### config.mk
export PLATFORM = sky130hd
export DESIGN_NAME = output_subsystem_flat
export DESIGN_NICKNAME = d
export VERILOG_FILES = /design/src/rtl/output_subsystem_if.sv /design/src/rtl/output_subsystem.sv /design/src/flat_wrapper.sv
export SDC_FILE = /design/constraint.sdc
export NUM_CORES = 1
export LEC_CHECK = 0
export ABC_AREA = 1
export CORE_UTILIZATION = 60
export DETAILED_ROUTE_END_ITERATION = 10
export PLACE_DENSITY = 0.8
export SYNTH_ARGS = -nofsm -noshare
export SYNTH_HDL_FRONTEND = slang
export SYNTH_SLANG_ARGS = --single-unit
### constraint.sdc
create_clock -name clk -period 4.5 [get_ports clk]
set_input_delay 1.35 -clock clk [delete_from_list [all_inputs] [get_ports clk]]
set_output_delay 1.35 -clock clk [all_outputs]
set_load 0.03 [all_outputs]
### src/rtl/output_subsystem_if.sv
// Bundle of print-job control, memory read port and serial status signals.
// The slave side is the print engine; the master side is the sequencer and memory.
interface output_subsystem_if;
    logic        w_en_output;
    logic [7:0]  w_count;
    logic        w_output_rd;
    logic [7:0]  w_output_addr;
    logic [31:0] w_output_data;
    logic        uart_tx;
    logic        w_busy;
    logic        w_tx_done;

    modport master (
        output w_en_output, w_count, w_output_data,
        input  w_output_rd, w_output_addr, uart_tx, w_busy, w_tx_done
    );

    modport slave (
        input  w_en_output, w_count, w_output_data,
        output w_output_rd, w_output_addr, uart_tx, w_busy, w_tx_done
    );
endinterface

### src/rtl/output_subsystem.sv
// Reads stored words, prints them as unsigned decimal ASCII with space separators
// and a CR/LF trailer, and transmits each byte on an 8N1 serial line.
module output_subsystem #(
    parameter int CLK_FREQ  = 100_000_000,
    parameter int BAUD_RATE = 115200
) (
    input logic              clk,
    input logic              rst_n,
    output_subsystem_if.slave bus
);
    localparam int BIT_CLKS = CLK_FREQ / BAUD_RATE;
    localparam int CNT_W    = (BIT_CLKS > 1) ? $clog2(BIT_CLKS) : 1;
    localparam logic [CNT_W-1:0] LAST_CLK = CNT_W'(BIT_CLKS - 1);

    typedef enum logic [2:0] {
        S_IDLE, S_READ, S_LATCH, S_CONV, S_SEP, S_CR, S_LF, S_DONE
    } state_t;

    state_t            state_q, state_d;
    logic [7:0]        addr_q, addr_d;
    logic [7:0]        count_q, count_d;
    logic [31:0]       val_q, val_d;
    logic [3:0]        pow_idx_q, pow_idx_d;
    logic [3:0]        digit_q, digit_d;
    logic              digit_rdy_q, digit_rdy_d;
    logic              started_q, started_d;
    logic              lf_sent_q, lf_sent_d;
    logic              rd_q, rd_d;
    logic              busy_q, busy_d;
    logic              done_q, done_d;
    logic              tx_q, tx_d;
    logic              tx_busy_q, tx_busy_d;
    logic [9:0]        frame_q, frame_d;
    logic [3:0]        bit_cnt_q, bit_cnt_d;
    logic [CNT_W-1:0]  clk_cnt_q, clk_cnt_d;

    logic              tx_load;
    logic [7:0]        tx_byte;
    logic              conv_next;

    function automatic logic [31:0] pow10(input logic [3:0] idx);
        case (idx)
            4'd9:    return 32'd1_000_000_000;
            4'd8:    return 32'd100_000_000;
            4'd7:    return 32'd10_000_000;
            4'd6:    return 32'd1_000_000;
            4'd5:    return 32'd100_000;
            4'd4:    return 32'd10_000;
            4'd3:    return 32'd1_000;
            4'd2:    return 32'd100;
            4'd1:    return 32'd10;
            default: return 32'd1;
        endcase
    endfunction

    always_comb begin
        state_d     = state_q;
        addr_d      = addr_q;
        count_d     = count_q;
        val_d       = val_q;
        pow_idx_d   = pow_idx_q;
        digit_d     = digit_q;
        digit_rdy_d = digit_rdy_q;
        started_d   = started_q;
        lf_sent_d   = lf_sent_q;
        done_d      = 1'b0;
        tx_d        = tx_q;
        tx_busy_d   = tx_busy_q;
        frame_d     = frame_q;
        bit_cnt_d   = bit_cnt_q;
        clk_cnt_d   = clk_cnt_q;
        tx_load     = 1'b0;
        tx_byte     = 8'h00;
        conv_next   = 1'b0;

        // Serializer: frame_q[1] is always the next bit to drive
        if (tx_busy_q) begin
            if (clk_cnt_q == LAST_CLK) begin
                clk_cnt_d = '0;
                if (bit_cnt_q == 4'd9) begin
                    tx_busy_d = 1'b0;
                    tx_d      = 1'b1;
                    bit_cnt_d = 4'd0;
                    frame_d   = '0;
                end else begin
                    bit_cnt_d = bit_cnt_q + 4'd1;
                    tx_d      = frame_q[1];
                    frame_d   = {1'b0, frame_q[9:1]};
                end
            end else begin
                clk_cnt_d = clk_cnt_q + 1'b1;
            end
        end

        case (state_q)
            S_IDLE: begin
                if (bus.w_en_output) begin
                    count_d = bus.w_count;
                    addr_d  = 8'd1;
                    state_d = (bus.w_count == 8'd0) ? S_CR : S_READ;
                end
            end
            S_READ:  state_d = S_LATCH;
            S_LATCH: begin
                val_d       = bus.w_output_data;
                pow_idx_d   = 4'd9;
                digit_d     = 4'd0;
                digit_rdy_d = 1'b0;
                started_d   = 1'b0;
                state_d     = S_CONV;
            end
            S_CONV: begin
                if (!digit_rdy_q) begin
                    if (val_q >= pow10(pow_idx_q)) begin
                        val_d   = val_q - pow10(pow_idx_q);
                        digit_d = digit_q + 4'd1;
                    end else begin
                        digit_rdy_d = 1'b1;
                    end
                end else if (digit_q != 4'd0 || started_q || pow_idx_q == 4'd0) begin
                    if (!tx_busy_q) begin
                        tx_load   = 1'b1;
                        tx_byte   = 8'h30 + {4'h0, digit_q};
                        started_d = 1'b1;
                        conv_next = 1'b1;
                    end
                end else begin
                    conv_next = 1'b1;
                end
                if (conv_next) begin
                    if (pow_idx_q == 4'd0) begin
                        state_d = (addr_q < count_q) ? S_SEP : S_CR;
                    end else begin
                        pow_idx_d   = pow_idx_q - 4'd1;
                        digit_d     = 4'd0;
                        digit_rdy_d = 1'b0;
                    end
                end
            end
            S_SEP: begin
                if (!tx_busy_q) begin
                    tx_load = 1'b1;
                    tx_byte = 8'h20;
                    addr_d  = addr_q + 8'd1;
                    state_d = S_READ;
                end
            end
            S_CR: begin
                if (!tx_busy_q) begin
                    tx_load   = 1'b1;
                    tx_byte   = 8'h0D;
                    lf_sent_d = 1'b0;
                    state_d   = S_LF;
                end
            end
            S_LF: begin
                // Completion waits for the LF stop bit so w_busy covers the whole job.
                if (!lf_sent_q) begin
                    if (!tx_busy_q) begin
                        tx_load   = 1'b1;
                        tx_byte   = 8'h0A;
                        lf_sent_d = 1'b1;
                    end
                end else if (!tx_busy_q) begin
                    lf_sent_d = 1'b0;
                    done_d    = 1'b1;
                    state_d   = S_DONE;
                end
            end
            S_DONE: begin
                if (!bus.w_en_output) state_d = S_IDLE;
            end
            default: state_d = S_IDLE;
        endcase

        if (tx_load) begin
            tx_busy_d = 1'b1;
            tx_d      = 1'b0;
            frame_d   = {1'b1, tx_byte, 1'b0};
            bit_cnt_d = 4'd0;
            clk_cnt_d = '0;
        end

        // Abort: drop the job and any frame in flight, line back to idle high
        if (!bus.w_en_output && state_q != S_IDLE && state_q != S_DONE) begin
            state_d     = S_IDLE;
            addr_d      = 8'd0;
            count_d     = 8'd0;
            val_d       = 32'd0;
            pow_idx_d   = 4'd0;
            digit_d     = 4'd0;
            digit_rdy_d = 1'b0;
            started_d   = 1'b0;
            lf_sent_d   = 1'b0;
            done_d      = 1'b0;
            tx_d        = 1'b1;
            tx_busy_d   = 1'b0;
            frame_d     = '0;
            bit_cnt_d   = 4'd0;
            clk_cnt_d   = '0;
        end

        rd_d   = (state_d == S_READ);
        busy_d = (state_d != S_IDLE) && (state_d != S_DONE);
    end

    always_ff @(posedge clk or negedge rst_n) begin
        if (!rst_n) begin
            state_q     <= S_IDLE;
            addr_q      <= 8'd0;
            count_q     <= 8'd0;
            val_q       <= 32'd0;
            pow_idx_q   <= 4'd0;
            digit_q     <= 4'd0;
            digit_rdy_q <= 1'b0;
            started_q   <= 1'b0;
            lf_sent_q   <= 1'b0;
            rd_q        <= 1'b0;
            busy_q      <= 1'b0;
            done_q      <= 1'b0;
            tx_q        <= 1'b1;
            tx_busy_q   <= 1'b0;
            frame_q     <= '0;
            bit_cnt_q   <= 4'd0;
            clk_cnt_q   <= '0;
        end else begin
            state_q     <= state_d;
            addr_q      <= addr_d;
            count_q     <= count_d;
            val_q       <= val_d;
            pow_idx_q   <= pow_idx_d;
            digit_q     <= digit_d;
            digit_rdy_q <= digit_rdy_d;
            started_q   <= started_d;
            lf_sent_q   <= lf_sent_d;
            rd_q        <= rd_d;
            busy_q      <= busy_d;
            done_q      <= done_d;
            tx_q        <= tx_d;
            tx_busy_q   <= tx_busy_d;
            frame_q     <= frame_d;
            bit_cnt_q   <= bit_cnt_d;
            clk_cnt_q   <= clk_cnt_d;
        end
    end

    assign bus.w_output_rd   = rd_q;
    assign bus.w_output_addr = addr_q;
    assign bus.uart_tx       = tx_q;
    assign bus.w_busy        = busy_q;
    assign bus.w_tx_done     = done_q;
endmodule

### src/flat_wrapper.sv
// flat-port wrapper written by rule: the top's interface ports become plain ports
module output_subsystem_flat 
#(
    parameter int CLK_FREQ  = 100_000_000,
    parameter int BAUD_RATE = 115200
)
  (clk, rst_n, bus_w_en_output, bus_w_count, bus_w_output_data, bus_w_output_rd, bus_w_output_addr, bus_uart_tx, bus_w_busy, bus_w_tx_done);
  output_subsystem_if bus_i ();
  input logic clk;
  input logic rst_n;
  input wire logic [$bits(bus_i.w_en_output)-1:0] bus_w_en_output;
  input wire logic [$bits(bus_i.w_count)-1:0] bus_w_count;
  input wire logic [$bits(bus_i.w_output_data)-1:0] bus_w_output_data;
  output wire logic [$bits(bus_i.w_output_rd)-1:0] bus_w_output_rd;
  output wire logic [$bits(bus_i.w_output_addr)-1:0] bus_w_output_addr;
  output wire logic [$bits(bus_i.uart_tx)-1:0] bus_uart_tx;
  output wire logic [$bits(bus_i.w_busy)-1:0] bus_w_busy;
  output wire logic [$bits(bus_i.w_tx_done)-1:0] bus_w_tx_done;
  assign bus_i.w_en_output = bus_w_en_output;
  assign bus_i.w_count = bus_w_count;
  assign bus_i.w_output_data = bus_w_output_data;
  assign bus_w_output_rd = bus_i.w_output_rd;
  assign bus_w_output_addr = bus_i.w_output_addr;
  assign bus_uart_tx = bus_i.uart_tx;
  assign bus_w_busy = bus_i.w_busy;
  assign bus_w_tx_done = bus_i.w_tx_done;
  output_subsystem #(.CLK_FREQ(CLK_FREQ), .BAUD_RATE(BAUD_RATE)) u_core (.clk(clk), .rst_n(rst_n), .bus(bus_i));
endmodule
=== Word-level counts from Yosys, hierarchy flattened ===
Memories as Yosys holds them, arrays and structs flattened.
Index checks and enable logic that the tools add are counted.

* Register bits: 91
* Bits in read-only memories: 960
* Word-level logic and storage cells: 174
* Memories: 2

* Add/subtract/negate cells: 7
* Magnitude comparators: 2
* Equality and inequality tests: 22
* Multiplexer cells: 97
* Reductions and logical operators: 27

{| class="wikitable"
|+ Memory list
! name !! words !! bits a word !! rd ports !! clocked after memory_dff !! wr ports !! line !! RTL
|-
| (name not given) || 16 || 30 || 1 || 0 || 0 || output_subsystem.sv:42 || <nowiki>case (idx)</nowiki>
|-
| (name not given) || 16 || 30 || 1 || 0 || 0 || output_subsystem.sv:42 ||
|}

{| class="wikitable"
|+ Operator list
! cell !! count
|-
| $mux W32 || 8
|-
| $mux W10 || 8
|-
| $mux W8 || 10
|-
| $pmux W32 S2 || 1
|-
| $mux W4 || 15
|-
| $mux W1 || 34
|-
| $ge A32 B32 Y1 || 1
|-
| $pmux W8 S4 || 1
|-
| $sub A32 B32 Y32 || 1
|-
| $mux W3 || 10
|-
| $pmux W3 S8 || 1
|-
| $ne A3 B3 Y1 const B || 7
|-
| $reduce_bool A3 Y1 || 7
|-
| $pmux W4 S2 || 2
|-
| $pmux W8 S2 || 1
|-
| $eq A3 B3 Y1 const B || 4
|-
| $ne A3 B1 Y1 const B || 4
|-
| $add A10 B1 Y10 const B || 1
|-
| $eq A10 B10 Y1 const B || 1
|-
| $mux W9 || 1
|-
| $reduce_and A3 Y1 || 3
|-
| $add A4 B1 Y4 const B || 2
|-
| $add A8 B1 Y8 const B || 1
|-
| $logic_not A8 Y1 || 1
|-
| 20 further kinds || 30
|}

=== Logic depth before layout (Yosys ltp) ===
An unclocked memory read counts as a cell.

* Depth in word-level cells: 12
* Mapped depth: 23

=== Worst setup path before layout ===
OpenSTA, ideal clock, no wires.

* Path type: register to register
* Start: register u_core.pow_idx_q[0]
* End: register u_core.val_q[4]
* Library setup time: 124 ps
* Arrival: 2779 ps
* Setup slack: 1597 ps
* Stages on the path, launching flop included: 24
* Period minus slack after synthesis: 2903 ps
* Path through: dfrtp_1 > inv_1 > ha_1 > inv_1 > nor2_2 > inv_1 > nand2_1 > ha_1 > fa_1 > inv_1 > nand2_1 > nand2_1 > nand3_1 > nand2_1 > nand2_1 > nand3_1 > nand2_1 > nand2_1 > nand3_1 > nand2_2 > inv_2 > buf_2 > nand2_1 > o21ai_1

* Longest elaborated chain between the ends: 9

{| class="wikitable"
|+ Ends and longest elaborated chain
! what !! line !! RTL
|-
| start: declaration || output_subsystem.sv:23 || <nowiki>logic [3:0] pow_idx_q, pow_idx_d;</nowiki>
|-
| start signal: assignment || output_subsystem.sv:231 || <nowiki>pow_idx_q <= pow_idx_d;</nowiki>
|-
| $mem_v2 Z16 W30 || - ||
|-
| $mux W32 || output_subsystem.sv:114 || <nowiki>if (val_q >= pow10(pow_idx_q)) begin</nowiki>
|-
| $mux W32 || output_subsystem.sv:113 || <nowiki>if (!digit_rdy_q) begin</nowiki>
|-
| $mux W32 || output_subsystem.sv:95 || <nowiki>case (state_q)</nowiki>
|-
| $sub A32 B32 Y32 || output_subsystem.sv:115 || <nowiki>val_d = val_q - pow10(pow_idx_q);</nowiki>
|-
| $mux W32 || output_subsystem.sv:114 ||
|-
| $mux W32 || output_subsystem.sv:113 ||
|-
| $pmux W32 S2 || output_subsystem.sv:95 ||
|-
| $mux W32 || output_subsystem.sv:185 || <nowiki>if (!bus.w_en_output && state_q != S_IDLE && state_q != S_DONE) begin</nowiki>
|-
| end signal: assignment || output_subsystem.sv:230 || <nowiki>val_q <= val_d;</nowiki>
|-
| end: declaration || output_subsystem.sv:22 || <nowiki>logic [31:0] val_q, val_d;</nowiki>
|}

Parallel ways exist; a longest one is shown, timed or not. The select of a mux whose other input is x is not followed.
A chain may end at the register's enable or synchronous reset.

=== Worst setup path after layout ===
* Start: register u_core.pow_idx_q[0]
* End: register u_core.val_q[18]

Same word-level chain as after synthesis.

==> reports/results.ini <==
[status]
status = complete, no violations

[placement]
numPortBuffers = 54
hpwl_um = 14800
place_congestion = 1.02
dp.cells = 1380

[timing]
min_period_over_period_pct = 85.2
post-route-min-period_ns = 3.83
clock_skew_ns = 0.00690
slew_headroom_pct = 28.1
drv_slew = 0
setup_viol = 0
hold_viol_final = 0
rsz0062_at_grt = no
finalSetupTns_ns = 0
fmax_mhz = 261
tightest_slew_ns = 1.08

[global_route]
overflow = 0
grt_pass1_wl_um = 32700
grt_max_degree = 88
grt_use_total_pct = 32.1
antenna_found_initial = 0
grt_pass1_vias = 7006

[cts]
cts-hold-fix-buffers = 0
cts-root-buf = clkbuf_16
cts_tree = done
cts.repair.resized = 0
clkTransAtPathRegs_ns = 0.06
clock_latency_ns = 0.34
cts_inserted_buffers = 9
cts_htree_levels = 3
cts.path.max_buffers = 2
cts_setup_buffers = 0
cts_sinks = 90

[die]
die_area_mm2 = 0.0129
std_cell_rows = 40
start_util_pct = 62.0
die_y_um = 114
ioPinCount = 55
core_area_mm2 = 0.0121
die_x_um = 114

[pwr]
power_mw = 7.03
pwr-share-clk_pct = 11.3
seqPwrFrac_pct = 18.6
combPwrFrac_pct = 70.1
leakagePower_nw = 4.54
switchingPower_mw = 3.80
internal_power_mw = 3.23
switching_share_pct = 54.1
vdd_drop_max_uv = 457
powerDensity_mw_per_mm2 = 831

[setup_path]
start_kind = flip-flop
critPathKind = reg2reg
required_ns = 4.72
cp-end-kind = flip-flop
cp_slowest_cell = dfrtp_1
cp_cell_sequence = inv_1, ha_1, inv_1, nor2_2, inv_1, nand2_1, ha_1, fa_1, inv_1, nand2_1, nand2_1, nand3_1, nand2_1, nand2_1, nand3_1, nand2_1, nand2_1, nand3_1, nand2_2, inv_2, nand2_1, o21ai_1
worstPathMaxFanout = 30
crit_top_cell = nand2_1
max_stage_delay_ns = 0.44
arrival_ns = 4.05

[yosys]
ys_warn_count = 0
synth.most_common_cell = nand2_1
syn-num-nets = 1273
yosysTopAreaCellShare_pct = 29.8
synth_area_leaders = dfrtp_1 30%, nand2_1 21%, ha_1 8.7%, inv_1 8.4%, nand3_1 6.8%
synth_commonest_cells = 417 x nand2_1, 168 x inv_1, 101 x nand3_1
async_flop_share_pct = 100
ys_seq_elements = 90
yosysSeqAreaShare_pct = 30.1
ys_types = 46
syn-cell-area_mm2 = 0.00748
synth_edf_count = 0
yosys.area.top_type = dfrtp_1
synthCells = 1177
synth.avg_cell_area_um2 = 6.35
ys.flop_type = dfrtp_1

[route]
routed_wl_um = 19500
drcViolationCount = 0
dr.first_iter.drc_count = 620
vias_per_cell = 5.44
final_antenna_net_count = 0
drtPass1Iterations = 5
wl_per_cell_um = 14.0
vias = 7587

[final_layout]
stdcell_count = 1394
area_growth_pct = 13.1
drive_above_1_share_pct = 3.75
final_util_pct = 70.1
final_nets = 1319
antenna-diode-count = 0

[job]
cap_violations = 0

[worst_hold_path]
hold_class = reg2reg

-- state kept, by name, indices dropped and copies added (netlist names), 3 cells and up --
signal,count
u_core.val_q,32
u_core.bus.w_output_addr,8
u_core.frame_q,9
u_core.clk_cnt_q,10
u_core.state_q,3
u_core.digit_q,4
u_core.pow_idx_q,4
u_core.count_q,8
u_core.bit_cnt_q,4
-- critical path, delay by kind of cell (launching register included) --
family                     cells  cell delay [ns]
buffers and inverters          5             0.77
and+or+nand+nor               13             1.51
DFF                            1             0.44
AOI/OAI and AO/OA              1             0.07
adders and majority gates      3             0.89
-- power by group through the flow --
stage                     sequential, mW  clock (mW)  combinational (mW)
final                               1.31       0.792                4.93
after global routing                1.34       0.834                5.59
after CTS                           1.30       0.805                4.85
after detailed placement            1.31           0                4.81
after global placement              1.32           0                4.73
after floorplan                     1.28           0                3.76
-- layer usage --
metal | vias up | routed length, um | track usage, % | share of wire, %
met5 | - | 0 | 0 | 0
met4 | 0 | 534 | 11.8 | 2.7
met3 | 48 | 1230 | 4.46 | 6.3
met2 | 284 | 8920 | 52.6 | 46
met1 | 3424 | 8780 | 43.3 | 45
li1 | 3831 | - | - | -
-- stage by stage --
stage / setup slack, ns / cell area, um2 / hold slack (ns)
6_report: 0.667 / 8460 / 0.467
3_5_place_dp: 0.709 / 8150 / 0.458
4_1_cts: 0.719 / 8460 / 0.470
3_3_place_gp: 0.799 / 8150 / 0.458
2_1_floorplan: 1.60 / 7480 / 0.442
5_1_grt: 0.328 / 8460 / 0.492
-- layout by cell type, fill, tap and decap left out, types with 3 or more instances in the layout --
cell type and n:
nand3_1 101, o21ai_1 14, nand3b_1 7, dfrtp_1 89, a21oi_1 50, nand2_1 417, inv_2 8, nor4_1 6
ha_1 52, xnor2_1 12, buf_4 7, o211ai_1 5, clkbuf_16 9, nand4_1 11, nor2_2 3, inv_1 168
xor2_1 9, o21a_1 3, o21ai_0 45, nor2_4 3, nor2_1 96, o21bai_1 3, clkdlybuf4s50_1 53, nand2_2 3
nor3_1 20
-- path summary, 6_finish.rpt --
path / cells after the start / endpoint / slack (ns) / start
min in group asynchronous: 1 / u_core.bus.w_output_addr[7]$_DFFE_PN0P_ / 1.20 / rst_n
setup reg to reg: 22 / u_core.val_q[18]$_DFFE_PN0P_ / 0.67 / u_core.pow_idx_q[0]$_DFFE_PN0P_
hold / removal: 2 / u_core.bus.uart_tx$_DFFE_PN1P_ / 0.47 / u_core.bus.uart_tx$_DFFE_PN1P_
max in group asynchronous: 1 / u_core.bus.w_tx_done$_DFF_PN0_ / 2.61 / rst_n
hold reg to reg: 2 / u_core.bus.uart_tx$_DFFE_PN1P_ / 0.47 / u_core.bus.uart_tx$_DFFE_PN1P_
setup / recovery: 22 / u_core.val_q[18]$_DFFE_PN0P_ / 0.67 / u_core.pow_idx_q[0]$_DFFE_PN0P_
-- cell type report --
class                      count  area, um2
tap                          168        210
inverter                     178        668
sequential                    90       2250
fill                        1031       3610
clock buffer                  11        243
clock inverter                 3       65.1
multi-input combinational    884       4430
timing repair buffer          60        583
-- cells by family after synthesis --
kind of cell | count (synthesis) | synth area share, %
AO/OA/AOI/OAI | 136 | 10.2
adder cells (fa/ha/maj) | 53 | 8.97
flip-flops | 90 | 30.1
XOR/XNOR | 21 | 2.46
AND/OR/NAND/NOR | 674 | 37.7
buffers and inverters | 203 | 10.6
Power figures use the tool's default switching activity.
